## src/rtl/ft_bus_stall_mon_if.sv

```systemverilog
// Bundle of per-channel Wishbone handshake lines; bit i of every vector belongs to channel i.
// The monitor modport is a passive tap that only observes the bus.
interface ft_bus_stall_mon_if #(
  parameter int NUM_CH = 2
) ();
  logic [NUM_CH-1:0] cyc;
  logic [NUM_CH-1:0] stb;
  logic [NUM_CH-1:0] ack;
  logic [NUM_CH-1:0] we;

  modport master  (output cyc, output stb, output we, input  ack);
  modport slave   (input  cyc, input  stb, input  we, output ack);
  modport monitor (input  cyc, input  stb, input  we, input  ack);
endinterface

```

## src/rtl/ft_bus_stall_mon.sv

```systemverilog
// Per-channel Wishbone stall monitor: tracks outstanding requests, flags stalls, and keeps
// saturating stall/transfer counters plus the longest contiguous stall run per channel.
module ft_bus_stall_mon #(
  parameter int NUM_CH = 2,
  parameter int CNT_W  = 32,
  parameter int RUN_W  = 16
) (
  input  logic                    clock,
  input  logic                    reset_n,
  ft_bus_stall_mon_if.monitor     wb_bus,
  input  logic [NUM_CH-1:0]       ch_enable,
  input  logic                    cnt_clear,
  output logic [NUM_CH-1:0]       bus_write,
  output logic [NUM_CH-1:0]       bus_read,
  output logic [NUM_CH-1:0]       bus_stall,
  output logic                    freeze,
  output logic [NUM_CH*CNT_W-1:0] stall_cnt,
  output logic [NUM_CH*CNT_W-1:0] xfer_cnt,
  output logic [NUM_CH*RUN_W-1:0] max_run,
  output logic [NUM_CH-1:0]       cnt_overflow
);

  typedef enum logic {
    IDLE = 1'b0,
    PEND = 1'b1
  } state_e;

  state_e state_q [NUM_CH];
  state_e state_d [NUM_CH];

  // NOTE: sequential state uses non-blocking assignments so every register samples
  // pre-edge values; blocking here would create order-dependent simulation races.
  always_ff @(posedge clock or negedge reset_n) begin
    if (!reset_n) begin
      for (int i = 0; i < NUM_CH; i++) state_q[i] <= IDLE;
    end else begin
      for (int i = 0; i < NUM_CH; i++) state_q[i] <= state_d[i];
    end
  end

  // NOTE: each next-state entry is defaulted to hold before the case, so no path leaves
  // state_d unassigned and no latch is inferred.
  always_comb begin
    for (int i = 0; i < NUM_CH; i++) begin
      state_d[i] = state_q[i];
      case (state_q[i])
        IDLE: if (wb_bus.cyc[i] && wb_bus.stb[i] && !wb_bus.ack[i]) state_d[i] = PEND;
        PEND: if (wb_bus.ack[i] || !wb_bus.cyc[i])                  state_d[i] = IDLE;
      endcase
    end
  end

  // A stall is only flagged once a request has already waited one cycle; stb dropping
  // while cyc is held keeps the channel pending.
  always_comb begin
    bus_stall = '0;
    for (int i = 0; i < NUM_CH; i++) begin
      bus_stall[i] = (state_q[i] == PEND) && wb_bus.cyc[i] && !wb_bus.ack[i];
    end
  end

  assign bus_write = wb_bus.cyc & wb_bus.stb &  wb_bus.we;
  assign bus_read  = wb_bus.cyc & wb_bus.stb & ~wb_bus.we;
  assign freeze    = |(bus_stall & ch_enable);

  for (genvar g = 0; g < NUM_CH; g++) begin : g_ch
    logic             stall_inc;
    logic             xfer_inc;
    logic [CNT_W-1:0] stall_q;
    logic [CNT_W-1:0] xfer_q;
    logic [RUN_W-1:0] cur_run_q;
    logic [RUN_W-1:0] max_run_q;
    logic [RUN_W-1:0] run_inc;
    logic             ovf_q;

    assign stall_inc = bus_stall[g] & ch_enable[g];
    assign xfer_inc  = wb_bus.cyc[g] & wb_bus.stb[g] & wb_bus.ack[g] & ch_enable[g];
    assign run_inc   = (&cur_run_q) ? cur_run_q : cur_run_q + RUN_W'(1);

    always_ff @(posedge clock or negedge reset_n) begin
      if (!reset_n) begin
        stall_q   <= '0;
        xfer_q    <= '0;
        cur_run_q <= '0;
        max_run_q <= '0;
        ovf_q     <= 1'b0;
      end else if (cnt_clear) begin
        stall_q   <= '0;
        xfer_q    <= '0;
        cur_run_q <= '0;
        max_run_q <= '0;
        ovf_q     <= 1'b0;
      end else begin
        if (stall_inc) begin
          if (&stall_q) ovf_q   <= 1'b1;
          else          stall_q <= stall_q + CNT_W'(1);
        end
        if (xfer_inc) begin
          if (&xfer_q) ovf_q  <= 1'b1;
          else         xfer_q <= xfer_q + CNT_W'(1);
        end
        // max_run tracks the run while it grows, not only when it ends.
        if (stall_inc) begin
          cur_run_q <= run_inc;
          if (run_inc > max_run_q) max_run_q <= run_inc;
        end else begin
          cur_run_q <= '0;
        end
      end
    end

    assign stall_cnt[g*CNT_W +: CNT_W] = stall_q;
    assign xfer_cnt[g*CNT_W +: CNT_W]  = xfer_q;
    assign max_run[g*RUN_W +: RUN_W]   = max_run_q;
    assign cnt_overflow[g]             = ovf_q;
  end

endmodule

```

## src/flat_wrapper.sv

```systemverilog
// flat-port wrapper written by rule: the top's interface ports become plain ports
module ft_bus_stall_mon_flat 
#(
  parameter int NUM_CH = 2,
  parameter int CNT_W  = 32,
  parameter int RUN_W  = 16
)
  (clock, reset_n, ch_enable, cnt_clear, bus_write, bus_read, bus_stall, freeze, stall_cnt, xfer_cnt, max_run, cnt_overflow, wb_bus_cyc, wb_bus_stb, wb_bus_we, wb_bus_ack);
  ft_bus_stall_mon_if #(.NUM_CH(NUM_CH)) wb_bus_i ();
  input  logic clock;
  input  logic reset_n;
  input  logic [NUM_CH-1:0] ch_enable;
  input  logic cnt_clear;
  output logic [NUM_CH-1:0] bus_write;
  output logic [NUM_CH-1:0] bus_read;
  output logic [NUM_CH-1:0] bus_stall;
  output logic freeze;
  output logic [NUM_CH*CNT_W-1:0] stall_cnt;
  output logic [NUM_CH*CNT_W-1:0] xfer_cnt;
  output logic [NUM_CH*RUN_W-1:0] max_run;
  output logic [NUM_CH-1:0] cnt_overflow;
  input wire logic [$bits(wb_bus_i.cyc)-1:0] wb_bus_cyc;
  input wire logic [$bits(wb_bus_i.stb)-1:0] wb_bus_stb;
  input wire logic [$bits(wb_bus_i.we)-1:0] wb_bus_we;
  input wire logic [$bits(wb_bus_i.ack)-1:0] wb_bus_ack;
  assign wb_bus_i.cyc = wb_bus_cyc;
  assign wb_bus_i.stb = wb_bus_stb;
  assign wb_bus_i.we = wb_bus_we;
  assign wb_bus_i.ack = wb_bus_ack;
  ft_bus_stall_mon #(.NUM_CH(NUM_CH), .CNT_W(CNT_W), .RUN_W(RUN_W)) u_core (.clock(clock), .reset_n(reset_n), .wb_bus(wb_bus_i), .ch_enable(ch_enable), .cnt_clear(cnt_clear), .bus_write(bus_write), .bus_read(bus_read), .bus_stall(bus_stall), .freeze(freeze), .stall_cnt(stall_cnt), .xfer_cnt(xfer_cnt), .max_run(max_run), .cnt_overflow(cnt_overflow));
endmodule
```

## config.mk

```make
export PLATFORM = sky130hd
export DESIGN_NAME = ft_bus_stall_mon_flat
export DESIGN_NICKNAME = d
export VERILOG_FILES = /design/src/rtl/ft_bus_stall_mon_if.sv /design/src/rtl/ft_bus_stall_mon.sv /design/src/flat_wrapper.sv
export SDC_FILE = /design/constraint.sdc
export NUM_CORES = 1
export LEC_CHECK = 0
export CAP_MARGIN = 20
export CORE_UTILIZATION = 60
export CTS_BUF_LIST = sky130_fd_sc_hd__clkbuf_8
export CTS_CLUSTER_DIAMETER = 200
export DETAILED_ROUTE_END_ITERATION = 12
export PLACE_DENSITY = 0.9
export SLEW_MARGIN = 5
export SYNTH_ARGS = -nofsm -noshare
export SYNTH_HDL_FRONTEND = slang
export SYNTH_SLANG_ARGS = --single-unit
```

## constraint.sdc

```tcl
create_clock -name clock -period 7.15 [get_ports clock]
set_clock_uncertainty 0.15 [all_clocks]
set_input_delay 1.43 -clock clock [delete_from_list [all_inputs] [get_ports clock]]
set_output_delay 1.43 -clock clock [all_outputs]
set_load 0.02 [all_outputs]
```

Word level (Yosys, flattened, before mapping)
Index checks and enable logic that the tools add are counted.
{"block": "word_totals", "ff_bits": 196, "inputBits": 13, "out_inout_bits": 169, "word_cells": 112}
{"block": "op_classes", "add_sub_neg": 6, "order_cmp": 2, "eq_ne": 4, "muxes": 40, "bitwise": 15, "n_reduce_logical": 33}
{"cell": "$mux 32", "n": 12}
{"cell": "$mux 16", "n": 12}
{"cell": "$add 32x1->32 const B", "n": 4}
{"cell": "$reduce_and 32->1", "n": 4}
{"cell": "$add 16x1->16 const B", "n": 2}
{"cell": "$gt 16x16->1", "n": 2}
{"cell": "$reduce_and 16->1", "n": 2}
{"cell": "$mux 1", "n": 14}
{"cell": "$reduce_and 2->1", "n": 6}
{"cell": "$reduce_bool 2->1", "n": 6}
{"cell": "$and 1x1->1", "n": 8}
{"cell": "$and 2x2->2", "n": 4}
{"cell": "$logic_and 1x1->1", "n": 8}
{"cell": "$ne 2x2->1 const B", "n": 4}
{"cell": "$logic_not 1->1", "n": 4}
{"cell": "$pmux 1 s2", "n": 2}
{"cell": "$logic_or 1x1->1", "n": 2}
{"cell": "$not 1->1", "n": 2}
{"cell": "$not 2->2", "n": 1}
{"cell": "$reduce_or 2->1", "n": 1}

Longest topological paths before layout
Gate-level depths: netlist of the first run.
{"block": "logic_depth", "ltp_word": 7, "depth_mapped": 14, "mapped_depth_nobuf": 12}

Worst setup path before layout of the first run
No wires, ideal clock.
{"block": "synth_path", "kind": "register to register", "start": "register u_core.g_ch[0].cur_run_q[0]", "end": "register u_core.g_ch[0].max_run_q[14]", "setup_ps": 79, "t_arrival_ps": 3495, "required_ps": 6921, "slack_ps": 3426, "stages_incl_launch_ff": 13, "n_path_buf": 1, "synth_period_minus_slack_ps": 3724, "path_cell_list": "dfrtp_1 ha_1 nand3_1 or4_1 and4_1 or2_2 ha_1 nand4_1 or4_1 a21o_1 a31oi_4 buf_4 mux2i_1"}
{"block": "synth_between", "elab_chain_len": 5, "elab_cells_between_ends": 9, "cone_classes": "1 x add/sub; 1 x order compare; 4 x mux; 3 x reduce/logical"}
{"element": "start: declaration", "line_no": "ft_bus_stall_mon.sv:71", "source": "logic [RUN_W-1:0] cur_run_q;"}
{"element": "start signal: assignment", "line_no": "ft_bus_stall_mon.sv:104", "source": "cur_run_q <= run_inc;"}
{"element": "$add 16x1->16 / $reduce_and 16->1 (equally long branches)", "line_no": "ft_bus_stall_mon.sv:78", "source": "assign run_inc = (&cur_run_q) ? cur_run_q : cur_run_q + RUN_W'(1);"}
{"element": "$mux 16 *", "line_no": "ft_bus_stall_mon.sv:78"}
{"element": "$gt 16x16->1 / $mux 16 (equally long branches)", "line_no": "ft_bus_stall_mon.sv:105", "source": "if (run_inc > max_run_q) max_run_q <= run_inc;"}
{"element": "$reduce_bool 2->1 (no line) / $mux 16 (equally long branches)"}
{"element": "$reduce_and 2->1 (no line) / $mux 16 (equally long branches)"}
{"element": "end signal: assignment", "line_no": "ft_bus_stall_mon.sv:105"}
{"element": "end: declaration", "line_no": "ft_bus_stall_mon.sv:72", "source": "logic [RUN_W-1:0] max_run_q;"}
Every way passes the cells marked *; elsewhere a longest branch is shown, timed or not. The select of a mux whose other input is x is not followed.
A chain may end at the register's enable or synchronous reset.

Final worst setup path of the first run
{"block": "layout_path", "start": "register u_core.g_ch[1].cur_run_q[0]", "end": "register u_core.g_ch[1].max_run_q[4]"}
{"block": "layout_between", "elab_chain_len": 5, "elab_cells_between_ends": 9, "cone_classes": "1 x add/sub; 1 x order compare; 4 x mux; 3 x reduce/logical"}
{"element": "start: declaration", "line_no": "ft_bus_stall_mon.sv:71"}
{"element": "start signal: assignment", "line_no": "ft_bus_stall_mon.sv:104"}
{"element": "$add 16x1->16 / $reduce_and 16->1 (equally long branches)", "line_no": "ft_bus_stall_mon.sv:78"}
{"element": "$mux 16 *", "line_no": "ft_bus_stall_mon.sv:78"}
{"element": "$gt 16x16->1 / $mux 16 (equally long branches)", "line_no": "ft_bus_stall_mon.sv:105"}
{"element": "$reduce_bool 2->1 (no line) / $mux 16 (equally long branches)"}
{"element": "$reduce_and 2->1 (no line) / $mux 16 (equally long branches)"}
{"element": "end signal: assignment", "line_no": "ft_bus_stall_mon.sv:105"}
{"element": "end: declaration", "line_no": "ft_bus_stall_mon.sv:72"}
Marked as above.

==> results of run 1 <==
[metrics by stage]
stage	hold WS, ns	instance area (µm²)	worst slack [ns]	total power, µW	utilization, %
final	0.3749	14200	2.261	1925	73.22
after global routing	0.4280	14200	1.935	1980	73.22
after CTS	0.3852	14160	2.260	1930	73.00
after detailed placement	0.3627	13770	2.283	1212	70.97
after global placement	0.3541	13770	2.239	1210	70.97
after floorplan	0.3184	11870	3.426	1166	-
[area by class of cell]
type                            count  area share (%)
Multi-Input combinational cell    995           45.53
Sequential cell                   196           34.53
Timing Repair Buffer              188           13.33
Tap cell                          265           2.334
Clock buffer                       17           1.647
Inverter                           57           1.506
Clock inverter                     15           1.128
[cells in the mapped netlist (34+ instances only)]
master,n,area (µm²)
ha_1,38,475.5
and3_1,35,219.0
mux2_2,34,382.9
nor2b_1,37,231.5
clkbuf_1,45,168.9
nor2_1,110,412.9
o21ai_0,44,220.2
a21oi_1,74,370.4
nand4_1,56,350.3
nand2_1,109,409.1
inv_1,57,214.0
dfrtp_1,196,4905
nand3_1,57,285.3
[registers in the layout (all words and copies together), names as in the netlist]
register and flops:
u_core.g_ch.max_run_q 32, u_core.g_ch.ovf_q 2, u_core.state_q 2, u_core.g_ch.cur_run_q 32
u_core.g_ch.stall_q 64, u_core.g_ch.xfer_q 64
[kinds of logic after synthesis]
logic type      after synthesis
fa+ha+maj                    38
compound gates              239
buf+inv                     124
mux                          65
xor+xnor                     36
simple gates                617
flops                       196
[routing by layer]
metal | wire length (µm) | vias to the layer above | GRT usage (%)
li1 | - | 5142 | -
met3 | 2356 | 55 | 6.137
met4 | 634 | 0 | 9.564
met5 | 0 | - | 0
met2 | 14780 | 428 | 50.05
met1 | 13000 | 5383 | 41.96
[worst max-delay path, cell delays in order (launching register included)]
cell and delay (ns):
dfrtp_1 0.41, ha_1 0.23, nand4_1 0.27, nor4_4 0.83, nor4_1 0.14, or2_2 0.32, ha_1 0.31, nand4_1 0.15
nor4_1 0.46, a21boi_0 0.23, o31a_1 0.85, mux2_2 0.41
[how the worst min path moves through the flow]
| stage | startpoint | to | slack [ns] | cells past startpoint |
|---|---|---|---|---|
| 2_1_floorplan | u_core.g_ch[1].ovf_q | u_core.g_ch[1].ovf_q | 0.32 | 2 |
| 3_3_place_gp | u_core.g_ch[0].ovf_q | u_core.g_ch[0].ovf_q | 0.35 | 1 |
| 3_5_place_dp | u_core.g_ch[0].ovf_q | u_core.g_ch[0].ovf_q | 0.36 | 1 |
| 4_1_cts | u_core.g_ch[0].ovf_q | u_core.g_ch[0].ovf_q | 0.39 | 1 |
| 5_1_grt | u_core.g_ch[1].ovf_q | u_core.g_ch[1].ovf_q | 0.43 | 2 |
| 6_report | u_core.g_ch[0].ovf_q | u_core.g_ch[0].ovf_q | 0.37 | 1 |
[power by group through the flow]
stage | logic [µW] | registers, µW | clock network (µW)
6_report | 80.3 | 1110 | 734
5_1_grt | 89.8 | 1110 | 779
4_1_cts | 80.1 | 1110 | 739
3_5_place_dp | 79.5 | 1130 | 0
3_3_place_gp | 77.7 | 1130 | 0
2_1_floorplan | 33.2 | 1130 | 0
[cell usage in the layout (no fill, tap or decap), drive strengths merged, types with 19 or more instances in the layout]
cell,netlist,layout
xnor2,25,25
o31ai,22,22
nand3,57,57
and3,35,35
mux2,34,34
nor2,110,110
nor3,31,31
o21ai,44,44
nor2b,37,37
nor4,36,36
nand4,58,58
inv,57,60
and4,26,26
mux2i,31,31
nand2,109,109
clkdlybuf4s50,0,179
a21oi,74,74
dfrtp,196,196
or3,30,30
or2,19,19
ha,38,38
or4,30,30
==> metrics.cfg, run 1 <==
[logic_synthesis]
synth-simple-area-share_pct = 28.73
yosys_warnings = 0
synthAdderAreaFrac_pct = 4.005
synth_top_family_by_area = simple AND/OR/NAND/NOR gates
synthArstFlopShare_pct = 100.0
syn_area_um2 = 11870
synth.avg_cell_area_um2 = 9.029
synth_edf_count = 0
synthMuxAreaShare_pct = 5.838
synth-compound-area-share_pct = 13.24
yosys.cell_types.count = 63
synth_xor_area_share_pct = 2.656
ys.flop_type = dfrtp_1
synthCells = 1315
syn_nets = 1366
ys_seq_area_share_pct = 41.31
synth-seq-cells = 196

[setup_path]
cp_max_fo = 16
required_ns = 7.36
crit_path_start = u_core.g_ch[1].cur_run_q[0]
crit_type = reg -> reg
worst-endpoint-arrival_ns = 5.10
endpoint = u_core.g_ch[1].max_run_q[4]
reg2reg_slack_ns = 2.26
reg2regPathDepth = 11
critPathCaptureType = flip-flop
crit_path_start_kind = flip-flop
r2r_end = u_core.g_ch[1].max_run_q[4]
rr_startpoint = u_core.g_ch[1].cur_run_q[0]

[job]
max-cap-violations = 0

[global_route]
grt_max_degree = 106
overflow = 0
grt_pass1_vias = 10150
grt_pass1_wl_mm = 50.35
gr-usage-all-layers_pct = 30.94
antenna_found_initial = 0

[placement]
placed_cells = 1699
port_buffers = 181
gp_congestion = 0.9434
dp_hpwl_mm = 20.88

[cts]
clk_pin_slew_worst_paths_ns = 0.10
cts_sinks = 196
post_cts_resized = 0
numCtsBuffers = 17
clk_latency_ns = 0.48
cts-root-buf = clkbuf_8
cts_hold_buf = 0
clk_path_buf_depth = 2
cts_tree = done
cts_setup_buffers = 0
htree_levels = 4

[pwr]
intPower_uw = 1443
clockPowerShare_pct = 38.1
worst_ir_drop_vdd_v = 0.0001089
seqPwrFrac_pct = 57.7
leakage_uw = 0.005694
combPwrFrac_pct = 4.2
sw_frac_of_total_pct = 25.02
powerDensity_nw_per_um2 = 135.5
p_sw_uw = 481.5

[drt]
drc_errors = 0
routed-via-count = 11010
wl_mm = 30.78
drt-pass1-iter-count = 5
drt-initial-drc-count = 876
avgViaCountPerCell = 6.352
wl_per_cell_um = 17.76
ant_nets = 0

[timing]
slew_viol_final = 0
fin_crit_ns = 4.889
finalCritPeriodShare_pct = 68.38
clock.fmax_mhz = 204.5
rsz0062_at_grt = false
maxSlewHeadroom_pct = 26.06
setup_tns_ns = 0
tightest_slew_ns = 1.103
hold_violations = 0
setup_viol = 0

[layout]
fin_nets = 1506
fillers = 1439
register_area_um2 = 4905
diodes = 0
fin_cells = 1733
drive_gt1_share_pct = 7.016
area_growth_pct = 19.63
multi_input_area_um2 = 6466

[floorplanning]
design.die.area_um2 = 20350
dieHeight_um = 142.7
rows = 51
die_w_um = 142.7
start_util_pct = 61.20
core_area_um2 = 19400
io_pins = 182

[outcome]
outcome = completed

[min_path]
hold_class = reg -> reg

Power figures use the tool's default switching activity.
==> inputs of run 2 (changes only) <==
--- a/config.mk
+++ b/config.mk
@@ -6,11 +6,11 @@
 export NUM_CORES = 1
 export LEC_CHECK = 0
 export CAP_MARGIN = 20
-export CORE_UTILIZATION = 60
+export CORE_UTILIZATION = 57
 export CTS_BUF_LIST = sky130_fd_sc_hd__clkbuf_8
 export CTS_CLUSTER_DIAMETER = 200
 export DETAILED_ROUTE_END_ITERATION = 12
-export PLACE_DENSITY = 0.9
+export PLACE_DENSITY = 0.86
 export SLEW_MARGIN = 5
 export SYNTH_ARGS = -nofsm -noshare
 export SYNTH_HDL_FRONTEND = slang
==> constraint.sdc (replaced) <==
create_clock -name clock -period 5 [get_ports clock]
set_clock_uncertainty 0.15 [all_clocks]
set_input_delay 1 -clock clock [delete_from_list [all_inputs] [get_ports clock]]
set_output_delay 1 -clock clock [all_outputs]
set_load 0.02 [all_outputs]
==> run 2 against run 1 <==
Net effect:
- count of clock-buffer cells in the layout is 2 higher
- register-to-register slack worse by 1.6 ns
- setup slack worse by 1.6 ns
==> metrics.cfg, run 2 (synthesis results as in run 1) <==
[cts]
clk_path_buf_depth = 2  ; unchanged
cts_sinks = 196  ; unchanged
cts-root-buf = clkbuf_8  ; unchanged
htree_levels = 4  ; unchanged
cts_hold_buf = 0  ; unchanged
clk_latency_ns = 0.47  ; was 0.48 ns
clk_pin_slew_worst_paths_ns = 0.10  ; about the same
cts_tree = done  ; unchanged
cts_setup_buffers = 0  ; unchanged
post_cts_resized = 0  ; unchanged
numCtsBuffers = 17  ; unchanged

[min_path]
hold_class = reg -> reg  ; unchanged
holdPathStages = 1  ; unchanged

[pwr]
intPower_uw = 2093  ; was 1443 µW
combPwrFrac_pct = 4.1  ; was 4.2%
worst_ir_drop_vdd_v = 0.0001666  ; was 0.0001089 V
clockPowerShare_pct = 38.8  ; was 38.1%
seqPwrFrac_pct = 57.1  ; was 57.7%
p_sw_uw = 687.8  ; was 481.5 µW
powerDensity_nw_per_um2 = 195.0  ; was 135.5 nW/µm²
sw_frac_of_total_pct = 24.73  ; was 25.02%
leakage_uw = 0.005716  ; was 0.005694 µW

[outcome]
outcome = completed  ; unchanged

[layout]
register_area_um2 = 4905  ; unchanged
area_growth_pct = 20.11  ; was 19.63%
multi_input_area_um2 = 6466  ; unchanged
drive_gt1_share_pct = 7.337  ; was 7.016%
fin_nets = 1510  ; was 1506
layout_commonest_cell = dfrtp_1  ; unchanged
layout_common_cells = 196 x dfrtp_1, 179 x clkdlybuf4s50_1, 110 x nor2_1  ; unchanged
fin_area_um2 = 14260  ; was 14200 µm²
diodes = 0  ; unchanged
reg_top3 = u_core.g_ch.stall_q: 64 flops, u_core.g_ch.xfer_q: 64 flops  ; unchanged
fin_cells = 1742  ; was 1733
fillers = 1586  ; was 1439

[job]
max-cap-violations = 0  ; unchanged

[setup_path]
crit_family = simple AND/OR/NAND/NOR gates  ; unchanged
cp_num_cells = 10  ; was 11
slowest_delay_ns = 0.64  ; was 0.85 ns
crit_buf_inv = 0  ; unchanged
critPathCaptureType = flip-flop  ; unchanged
path_cells = nand4_1 -> or4_1 -> and4_1 -> or2_2 -> ha_1 -> nand4_1 -> or4_1 -> a21o_1 -> a31oi_4 -> mux2_2  ; was ha_1 -> nand4_1 -> nor4_4 -> nor4_1 -> or2_2 -> ha_1 -> nand4_1 -> nor4_1 -> a21boi_0 -> o31a_1 -> mux2_2
worst-endpoint-arrival_ns = 4.57  ; was 5.10 ns
reg2regPathDepth = 10  ; was 11
required_ns = 5.20  ; was 7.36 ns
crit_slowest_cell = or4_1  ; was o31a_1
crit_type = reg -> reg  ; unchanged
cp_max_fo = 16  ; unchanged
crit_path_start_kind = flip-flop  ; unchanged

[timing]
fin_crit_ns = 4.366  ; was 4.889 ns
rsz0062_at_grt = false  ; unchanged
maxSlewHeadroom_pct = 35.26  ; was 26.06%
clock.fmax_mhz = 229.0  ; was 204.5 MHz
hold_ws_ns = 0.3866  ; was 0.3749 ns
slew_viol_final = 0  ; unchanged
finalCritPeriodShare_pct = 87.33  ; was 68.38%
hold_violations = 0  ; unchanged
tightest_slew_ns = 0.9653  ; was 1.103 ns
setup_viol = 0  ; unchanged
finalWorstSetupSlack_ns = 0.6337  ; was 2.261 ns
setup_tns_ns = 0  ; unchanged

[global_route]
grt_pass1_wl_mm = 51.33  ; was 50.35 mm
antenna_found_initial = 0  ; unchanged
grt_max_degree = 101  ; was 106
gr-usage-all-layers_pct = 29.28  ; was 30.94%
overflow = 0  ; unchanged
grt_pass1_vias = 10220  ; was 10150

[floorplanning]
start_util_pct = 58.49  ; was 61.20%
design.die.area_um2 = 21410  ; was 20350 µm²
die_w_um = 146.3  ; was 142.7 µm
core_area_um2 = 20300  ; was 19400 µm²
io_pins = 182  ; unchanged
rows = 52  ; was 51
dieHeight_um = 146.3  ; was 142.7 µm

[placement]
postPlaceCellArea_um2 = 13820  ; was 13770 µm²
dp_hpwl_mm = 21.47  ; was 20.88 mm
port_buffers = 181  ; unchanged
gp_congestion = 0.8595  ; was 0.9434
placed_cells = 1708  ; was 1699
dp_slack_ns = 0.6591  ; was 2.283 ns

[drt]
ant_nets = 0  ; unchanged
wl_per_cell_um = 17.85  ; was 17.76 µm
routed-via-count = 10930  ; was 11010
drt-pass1-iter-count = 5  ; unchanged
wl_mm = 31.10  ; was 30.78 mm
drc_errors = 0  ; unchanged
drt-initial-drc-count = 637  ; was 876
avgViaCountPerCell = 6.272  ; was 6.352

[run 2: routing by layer]
layer | up-vias | GRT usage [%] | wire length (µm)
li1 | 5135 | - | -
met1 | 5320 | 39.68 | 13500
met2 | 414 | 47.95 | 14920
met3 | 56 | 4.844 | 1988
met4 | 0 | 9.427 | 690
met5 | - | 0 | 0
[run 2: worst paths after layout]
check / start / to / slack [ns]
max: u_core.g_ch[0].cur_run_q[7] / u_core.g_ch[0].max_run_q[1] / 0.63
min reg2reg: u_core.g_ch[0].ovf_q / u_core.g_ch[0].ovf_q / 0.39
min in group asynchronous: reset_n / u_core.g_ch[0].max_run_q[15] / 0.43
min: u_core.g_ch[0].ovf_q / u_core.g_ch[0].ovf_q / 0.39
max reg2reg: u_core.g_ch[0].cur_run_q[7] / u_core.g_ch[0].max_run_q[1] / 0.63
max in group asynchronous: reset_n / u_core.g_ch[1].xfer_q[27] / 3.24
[run 2: area by class of cell]
| type | count | area share, % |
|---|---|---|
| sequential | 196 | 34.40 |
| clock buffer | 19 | 1.834 |
| multi-input combinational | 995 | 45.35 |
| timing repair buffer | 192 | 13.52 |
| inverter | 57 | 1.500 |
| tap | 270 | 2.369 |
| clock inverter | 13 | 1.035 |
[run 2: power by group through the flow]
stage	logic [µW]	clock network, µW	registers [µW]
2_1_floorplan	47.5	0	1620
3_3_place_gp	113	0	1620
3_5_place_dp	115	0	1620
4_1_cts	116	1100	1590
5_1_grt	127	1150	1590
6_report	114	1080	1590
[run 2: worst reg2reg max path: cells and delay by family, from the launching register on]
family                     cells  cell delay (ns)
AOI/OAI and AO/OA              2             0.82
DFF                            1             0.46
and+or+nand+nor                6             2.13
muxes                          1             0.41
adders and majority gates      1             0.30
[run 2: stage by stage]
step / utilization, % / power (µW)
6_report: 70.25 / 2781
2_1_floorplan: - / 1668
3_3_place_gp: 68.06 / 1732
4_1_cts: 70.08 / 2801
3_5_place_dp: 68.06 / 1735
5_1_grt: 70.25 / 2871
==> inputs of run 3 (changes only) <==
--- a/config.mk
+++ b/config.mk
@@ -5,6 +5,7 @@
 export SDC_FILE = /design/constraint.sdc
 export NUM_CORES = 1
 export LEC_CHECK = 0
+export ABC_CLOCK_PERIOD_IN_PS = 5000
 export CAP_MARGIN = 20
 export CORE_UTILIZATION = 57
 export CTS_BUF_LIST = sky130_fd_sc_hd__clkbuf_8
==> results of run 3 <==
Same layout as run 2: the final DEF is identical, and so are final timing and power.
